<file path="src/rtl/var_deshift.sv">
// Serial-in, parallel-out receiver: collects 1..WIDTH bits MSB- or LSB-first into a right-aligned word.
// Optional sign extension of the received word is enabled by defining VAR_DESHIFT_SIGN_EXT_EN.
module var_deshift #(
   parameter int WIDTH = 32,
   parameter int CNT_W = 6
) (
   input  logic             clk,
   input  logic             clr,
   input  logic             en,
   input  logic             start,
   input  logic [CNT_W-1:0] len,
   input  logic             dir,
   input  logic             sin,
   input  logic             sin_valid,
   output logic             busy,
   output logic [WIDTH-1:0] q,
   output logic             q_valid,
   output logic             err
);

   typedef enum logic {IDLE, COLLECT} state_t;

   localparam logic [CNT_W-1:0] LEN_MAX = CNT_W'(WIDTH);

   state_t           state_q, state_d;
   logic [CNT_W-1:0] len_q, len_d;
   logic             dir_q, dir_d;
   logic [CNT_W-1:0] cnt_q, cnt_d;
   logic [WIDTH-1:0] acc_q, acc_d;
   logic [WIDTH-1:0] word_q, word_d;
   logic             qv_q, qv_d;
   logic             err_q, err_d;

   logic [WIDTH-1:0] acc_nxt;
   logic             len_ok;
   logic             last_bit;

   // Bits at and above n get the fill bit: zero by default, bit n-1 when sign extension is built in.
   function automatic logic [WIDTH-1:0] fill_upper(input logic [WIDTH-1:0] w,
                                                   input logic [CNT_W-1:0] n);
      logic [WIDTH-1:0] r;
      logic             fill;
      r    = w;
      fill = 1'b0;
`ifdef VAR_DESHIFT_SIGN_EXT_EN
      for (int i = 0; i < WIDTH; i++)
         if (i == int'(n) - 1) fill = w[i];
`endif
      for (int i = 0; i < WIDTH; i++)
         if (i >= int'(n)) r[i] = fill;
      return r;
   endfunction

   always_comb begin
      state_d = state_q;
      len_d   = len_q;
      dir_d   = dir_q;
      cnt_d   = cnt_q;
      acc_d   = acc_q;
      word_d  = word_q;
      qv_d    = 1'b0;
      err_d   = 1'b0;

      len_ok   = (len != '0) && (len <= LEN_MAX);
      last_bit = ((cnt_q + CNT_W'(1)) == len_q);
      // MSB-first shifts left so the first bit ends at len-1; LSB-first drops each bit at its index.
      acc_nxt  = dir_q ? (acc_q | (WIDTH'(sin) << cnt_q)) : {acc_q[WIDTH-2:0], sin};

      if (en) begin
         case (state_q)
            IDLE: begin
               if (start) begin
                  if (len_ok) begin
                     state_d = COLLECT;
                     len_d   = len;
                     dir_d   = dir;
                     cnt_d   = '0;
                     acc_d   = '0;
                  end else begin
                     err_d = 1'b1;
                  end
               end
            end
            COLLECT: begin
               if (sin_valid) begin
                  cnt_d = cnt_q + CNT_W'(1);
                  acc_d = acc_nxt;
                  if (last_bit) begin
                     word_d  = fill_upper(acc_nxt, len_q);
                     qv_d    = 1'b1;
                     state_d = IDLE;
                  end
               end
            end
            default: state_d = IDLE;
         endcase
      end
   end

   always_ff @(posedge clk) begin
      if (clr) begin
         state_q <= IDLE;
         len_q   <= '0;
         dir_q   <= 1'b0;
         cnt_q   <= '0;
         acc_q   <= '0;
         word_q  <= '0;
         qv_q    <= 1'b0;
         err_q   <= 1'b0;
      end else begin
         state_q <= state_d;
         len_q   <= len_d;
         dir_q   <= dir_d;
         cnt_q   <= cnt_d;
         acc_q   <= acc_d;
         word_q  <= word_d;
         qv_q    <= qv_d;
         err_q   <= err_d;
      end
   end

   assign busy    = (state_q == COLLECT);
   assign q       = word_q;
   assign q_valid = qv_q;
   assign err     = err_q;

endmodule
</file>
<file path="config.mk">
export PLATFORM = sky130hd
export DESIGN_NAME = var_deshift
export DESIGN_NICKNAME = d
export VERILOG_FILES = /design/src/rtl/var_deshift.sv
export SDC_FILE = /design/constraint.sdc
export NUM_CORES = 1
export LEC_CHECK = 0
export CORE_MARGIN = 2
export CORE_UTILIZATION = 45
export DETAILED_ROUTE_END_ITERATION = 7
export PLACE_DENSITY = 0.74
export SYNTH_ARGS = -nofsm -noshare
export SYNTH_HDL_FRONTEND = slang
export SYNTH_SLANG_ARGS = --single-unit
</file>
<file path="constraint.sdc">
create_clock -name clk -period 3.2 [get_ports clk]
set_input_delay 0.96 -clock clk [delete_from_list [all_inputs] [get_ports clk]]
set_output_delay 0.96 -clock clk [all_outputs]
set_load 0.005 [all_outputs]
</file>
---- Yosys cells after proc, flatten, opt, wreduce, memory -nomap -nowiden ----
Index checks and enable logic that the tools add are counted.
cells by class
  bitwise operators ....................... 5
  mux-type cells .......................... 48
  reductions and logical operators ........ 7
  add/subtract/negate cells ............... 1
  equal/unequal tests ..................... 4
  shifts and indexed selects .............. 1
  magnitude comparators ................... 33
operators by type and width
  kind                                                                                 count
  32-bit two-way mux                                                                   4
  5-bit by 6-bit greater-or-equal comparator with 1-bit output (first input constant)  16
  32-bit case mux with 2 select lines                                                  1
  4-bit by 6-bit greater-or-equal comparator with 1-bit output (first input constant)  8
  1-bit two-way mux                                                                    38
  32-bit OR                                                                            1
  1-bit by 6-bit left shift with 32-bit output                                         1
  3-bit by 6-bit greater-or-equal comparator with 1-bit output (first input constant)  4
  6-bit two-way mux                                                                    3
  1-bit by 6-bit greater-or-equal comparator with 1-bit output (first input constant)  2
  2-bit by 6-bit greater-or-equal comparator with 1-bit output (first input constant)  2
  6-bit case mux with 2 select lines                                                   1
  4-bit AND reduction                                                                  3
  4-bit OR reduction                                                                   2
  6-bit by 1-bit adder with 6-bit output (second input constant)                       1
  6-bit equality test                                                                  1
  6-bit <= comparator (second input constant)                                          1
  2-bit inequality test (second input constant)                                        3
  6-bit nonzero test                                                                   1
  1-bit NOT                                                                            4
  1-bit case mux with 2 select lines                                                   1
  1-bit logical AND                                                                    1
storage, ports and cells
  register bits ........................... 80
  logic and storage cells ................. 107
  bits of input ports ..................... 13

---- Logic depth before layout (Yosys ltp) ----
  depth after elaboration ................. 5
  mapped depth ............................ 8
  depth with buffers taken out ............ 6

---- Worst setup path after synthesis ----
Ideal clock, no wire load.
  path type ............................... input to register
  start ................................... input port len[2]
  end ..................................... register cnt_q[5]
  setup slack ............................. 624 ps
  buffers on the path ..................... 0
  arrival ................................. 2488 ps
  cell stages on the path ................. 5
  setup time .............................. 88 ps
  path through ............................ or4_1 > or3_4 > and3_4 > or2_4 > a311oi_2
between the ends
  cells in the longest elaborated chain, start to end .. 4
  elaborated cells between the ends (all ways) .. 5
  those cells by class .................... order compare (1); eq/ne (1); reduce/logical (3)
RTL lines
  element                                                           line  RTL
  start, declared                                                   11    input logic [CNT_W-1:0] len,
  6-bit <= comparator / 6-bit nonzero test (equally long branches)  64    len_ok = (len != '0) && (len <= LEN_MAX);
  1-bit logical AND (*)                                             64
  2-bit inequality test (no line) (*)                               --
  4-bit AND reduction (no line) (*)                                 --
  end signal, assigned                                              114   cnt_q <= cnt_d;
  end, declared                                                     28    logic [CNT_W-1:0] cnt_q, cnt_d;
Every way passes the cells marked *; elsewhere a longest branch is shown, timed or not.
A chain may end at the register's enable or synchronous reset.

---- Worst setup path after layout ----
  start ................................... input port len[2]
  end ..................................... register acc_q[5]
between the ends
  cells in the longest elaborated chain, start to end .. 4
  elaborated cells between the ends (all ways) .. 5
  those cells by class .................... order compare (1); eq/ne (1); reduce/logical (3)
RTL lines
  element                                                           line  RTL
  6-bit <= comparator / 6-bit nonzero test (equally long branches)  64
  1-bit logical AND (*)                                             64
  2-bit inequality test (no line) (*)                               --
  4-bit AND reduction (no line) (*)                                 --
  end signal, assigned                                              106   acc_q <= '0;
  end signal, assigned                                              115   acc_q <= acc_d;
  end, declared                                                     29    logic [WIDTH-1:0] acc_q, acc_d;
Marks and branches as above.

==> metrics.md <==
| Metric | Value |
|---|---|
| Tightest Pin Transition | `0.958 ns` |
| Worst setup SP type | `input port` |
| GR Util All Layers | `0.256` |
| Crit Path Category | `in -> reg` |
| Register area share after synthesis | `0.381` |
| Yosys top cell area share | `0.381` |
| Syn Nets | `526` |
| Fraction of layout cells with a size suffix above 1 | `0.122` |
| Core area | `9150 um2` |
| Root buffer selected by CTS | `clkbuf_8` |
| CP Max Fanout | `31` |
| Reg clk slew, reported paths | `0.09 ns` |
| Residual DRC | `0` |
| CP max stage cell | `or4_1` |
| Top cells by area, synth | `dfxtp_1 (38%), a21oi_1 (8.4%), nor2_1 (5.1%)` |
| Int Pwr | `1.45 mW` |
| Pins Over Slew Limit | `0` |
| HPWL Detailed | `8.83 mm` |
| Placer Congestion | `0.934` |
| Max frequency | `364 MHz` |
| Most frequent cell after synthesis | `dfxtp_1` |
| CTS tree | `built` |
| Initial drt markers | `430` |
| Multi-input gate area | `2340 um2` |
| Cell Area, Synth | `4210 um2` |
| VDD IR max | `0.251 mV` |
| I/O pin count | `48` |
| Max cap viols | `0` |
| Die height | `101 um` |
| Cell taking the most area after synthesis | `dfxtp_1` |
| 1st-pass router iterations | `5` |
| Initial antenna violation count | `0` |
| Final core occ | `0.549` |
| Area grow syn2layout | `19.4%` |
| Commonest cells post-synth | `dfxtp_1 (80), a21oi_1 (71), nor2_1 (57)` |
| Switching power total | `0.529 mW` |
| CP Cell Sequence | `clkdlybuf4s50_1, or4_1, or3_4, a311oi_4, buf_12, a22o_1` |
| WP data arrival | `3.04 ns` |
| Core Rows | `35` |
| Post-Syn Instances | `512` |
| Yosys Warn Count | `0` |
| CTS sink count | `80` |
| Die X | `101 um` |
| Endpoints failing setup | `0` |
| Sw Share | `0.267` |
| CTS Buf Count | `9` |
| Initial Utilization | `0.459` |
| Worst hold path class | `reg -> reg` |
| First-pass GRT wire length | `20.4 mm` |
| Setup Buffers After CTS | `0` |
| Grt ovf | `0` |
| Crit. End Element | `flop` |
| Syn Area/Cell | `8.21 um2` |
| CTS H-tree lvls | `3` |
| Crit-path max cell delay | `0.55 ns` |
| Diode count | `0` |
| Post-synth ARST share | `0` |
| Vias | `4309` |
| Resized cells post-CTS | `0` |
| Clock skew | `0.00794 ns` |
| Vias in the first global route | `3900` |
| Data required, critical path | `3.49 ns` |
| WP buf/inv | `2` |
| Hold Fails Final Rpt | `0` |
| DRT antenna net count | `0` |
| Final worst path period share | `0.859` |
| Fillcell total | `819` |
| Unrepaired setup endpoints after global routing | `false` |
| Hold Slack | `0.451 ns` |
| Fin crit period | `2.75 ns` |
| Combinational share of power | `0.089` |
| Pwr Density | `394 nW/um2` |
| Hold_buf cts | `0` |
| Wire per inst | `19.3 um` |
| Via density | `6.51` |
| Crit-path leading delay family | `simple AND/OR/NAND/NOR gates` |
| Largest net degree at the start of global routing | `43` |
| CTS Buffer Depth | `2` |
| Post-synthesis register bit count | `80` |
| Slew margin rel. | `0.360` |
| Leak | `1.99 nW` |
| Sequential power share | `0.513` |
| Die ar. | `10100 um2` |
| Outcome | `finished, final reports clean` |
| Synth Flop Type | `dfxtp_1` |
| Drt total wl | `12.8 mm` |
| Clock share of power | `0.399` |
| Nets | `560` |
| Register area | `1600 um2` |
| Number of flops mapped to enable cells by yosys | `0` |
| Buffers on Ports | `47` |
| Setup_tns | `0 ns` |
| Worst-Skew Late Latency | `0.36 ns` |
| Post-synthesis cell type count | `69` |
-- area by class of cell --
class,count,area share
clock inverters,6,0.0137
inverters,11,0.00822
repair buffers,73,0.138
flip-flops and latches,80,0.319
multi-input cells,371,0.466
well taps,111,0.0277
clock buffers,10,0.0274
-- tightest hold or removal path, cell delays in order, from the launching register on --
cell,delay [ns]
dfxtp_1,0.32
nand2_1,0.05
o21ai_1,0.05
-- power by group through the flow --
stage	Clock, mW	Combinational [mW]	Sequential (mW)
after global routing	0.828	0.189	1.02
after floorplan	0	0.115	1.03
after global placement	0	0.169	1.04
after detailed placement	0	0.171	1.04
final	0.789	0.175	1.01
after CTS	0.788	0.172	1.01
-- layout by cell type, fill, tap and decap left out, types with 9 or more instances in the layout --
cell,count
buf_4,24
inv_1,9
nor2_1,56
dfxtp_1,79
clkdlybuf4s50_1,47
a22o_1,23
clkbuf_8,10
nand3_1,18
a21oi_1,71
o21ai_1,11
nand2_1,37
o211a_1,13
o21ai_0,17
-- flip-flops by register name (all words and copies together), names as in the netlist --
name / cells
acc_q: 32
busy: 1
cnt_q: 6
dir_q: 1
err: 1
len_q: 6
q: 32
q_valid: 1
-- per-layer routing --
| metal | vias up | track usage | part of all wire |
|---|---|---|---|
| met5 | - | 0 | 0 |
| met4 | 0 | 0.123 | 0.038 |
| met3 | 52 | 0.0416 | 0.082 |
| met2 | 248 | 0.389 | 0.44 |
| met1 | 2045 | 0.355 | 0.44 |
| li1 | 1964 | - | - |
-- worst paths after layout --
check	start	end	slack (ns)	cells past startpoint
setup / recovery	len[2]	acc_q[5]$_SDFFE_PP0P_	0.45	6
hold / removal	q[25]$_SDFFE_PP0P_	q[25]$_SDFFE_PP0P_	0.45	2
setup reg to reg	cnt_q[0]$_SDFFE_PP0P_	q[22]$_SDFFE_PP0P_	0.61	8
hold reg to reg	q[25]$_SDFFE_PP0P_	q[25]$_SDFFE_PP0P_	0.45	2
-- through the flow --
| stage | total power, mW | cell area [um2] | std cells | setup WS [ns] |
|---|---|---|---|---|
| 2_1_floorplan | 1.14 | 4210 | 512 | 0.624 |
| 3_3_place_gp | 1.21 | 4810 | 646 | 0.102 |
| 3_5_place_dp | 1.21 | 4810 | 646 | 0.0928 |
| 4_1_cts | 1.97 | 5020 | 662 | 0.463 |
| 5_1_grt | 2.03 | 5020 | 662 | 0.379 |
| 6_report | 1.98 | 5020 | 662 | 0.452 |
-- logic make-up (layout without fill, tap and decap cells) --
group,Yosys count,in the layout,synth area share
muxes,9,9,0.0217
adders and majority gates,1,1,0.00297
xor gates and xnor gates,7,7,0.0146
and+or+nand+nor,159,159,0.193
buffers and inverters,61,100,0.0631
DFF,80,80,0.381
AOI/OAI and AO/OA,195,195,0.324
(Power assumes the default switching activity.)
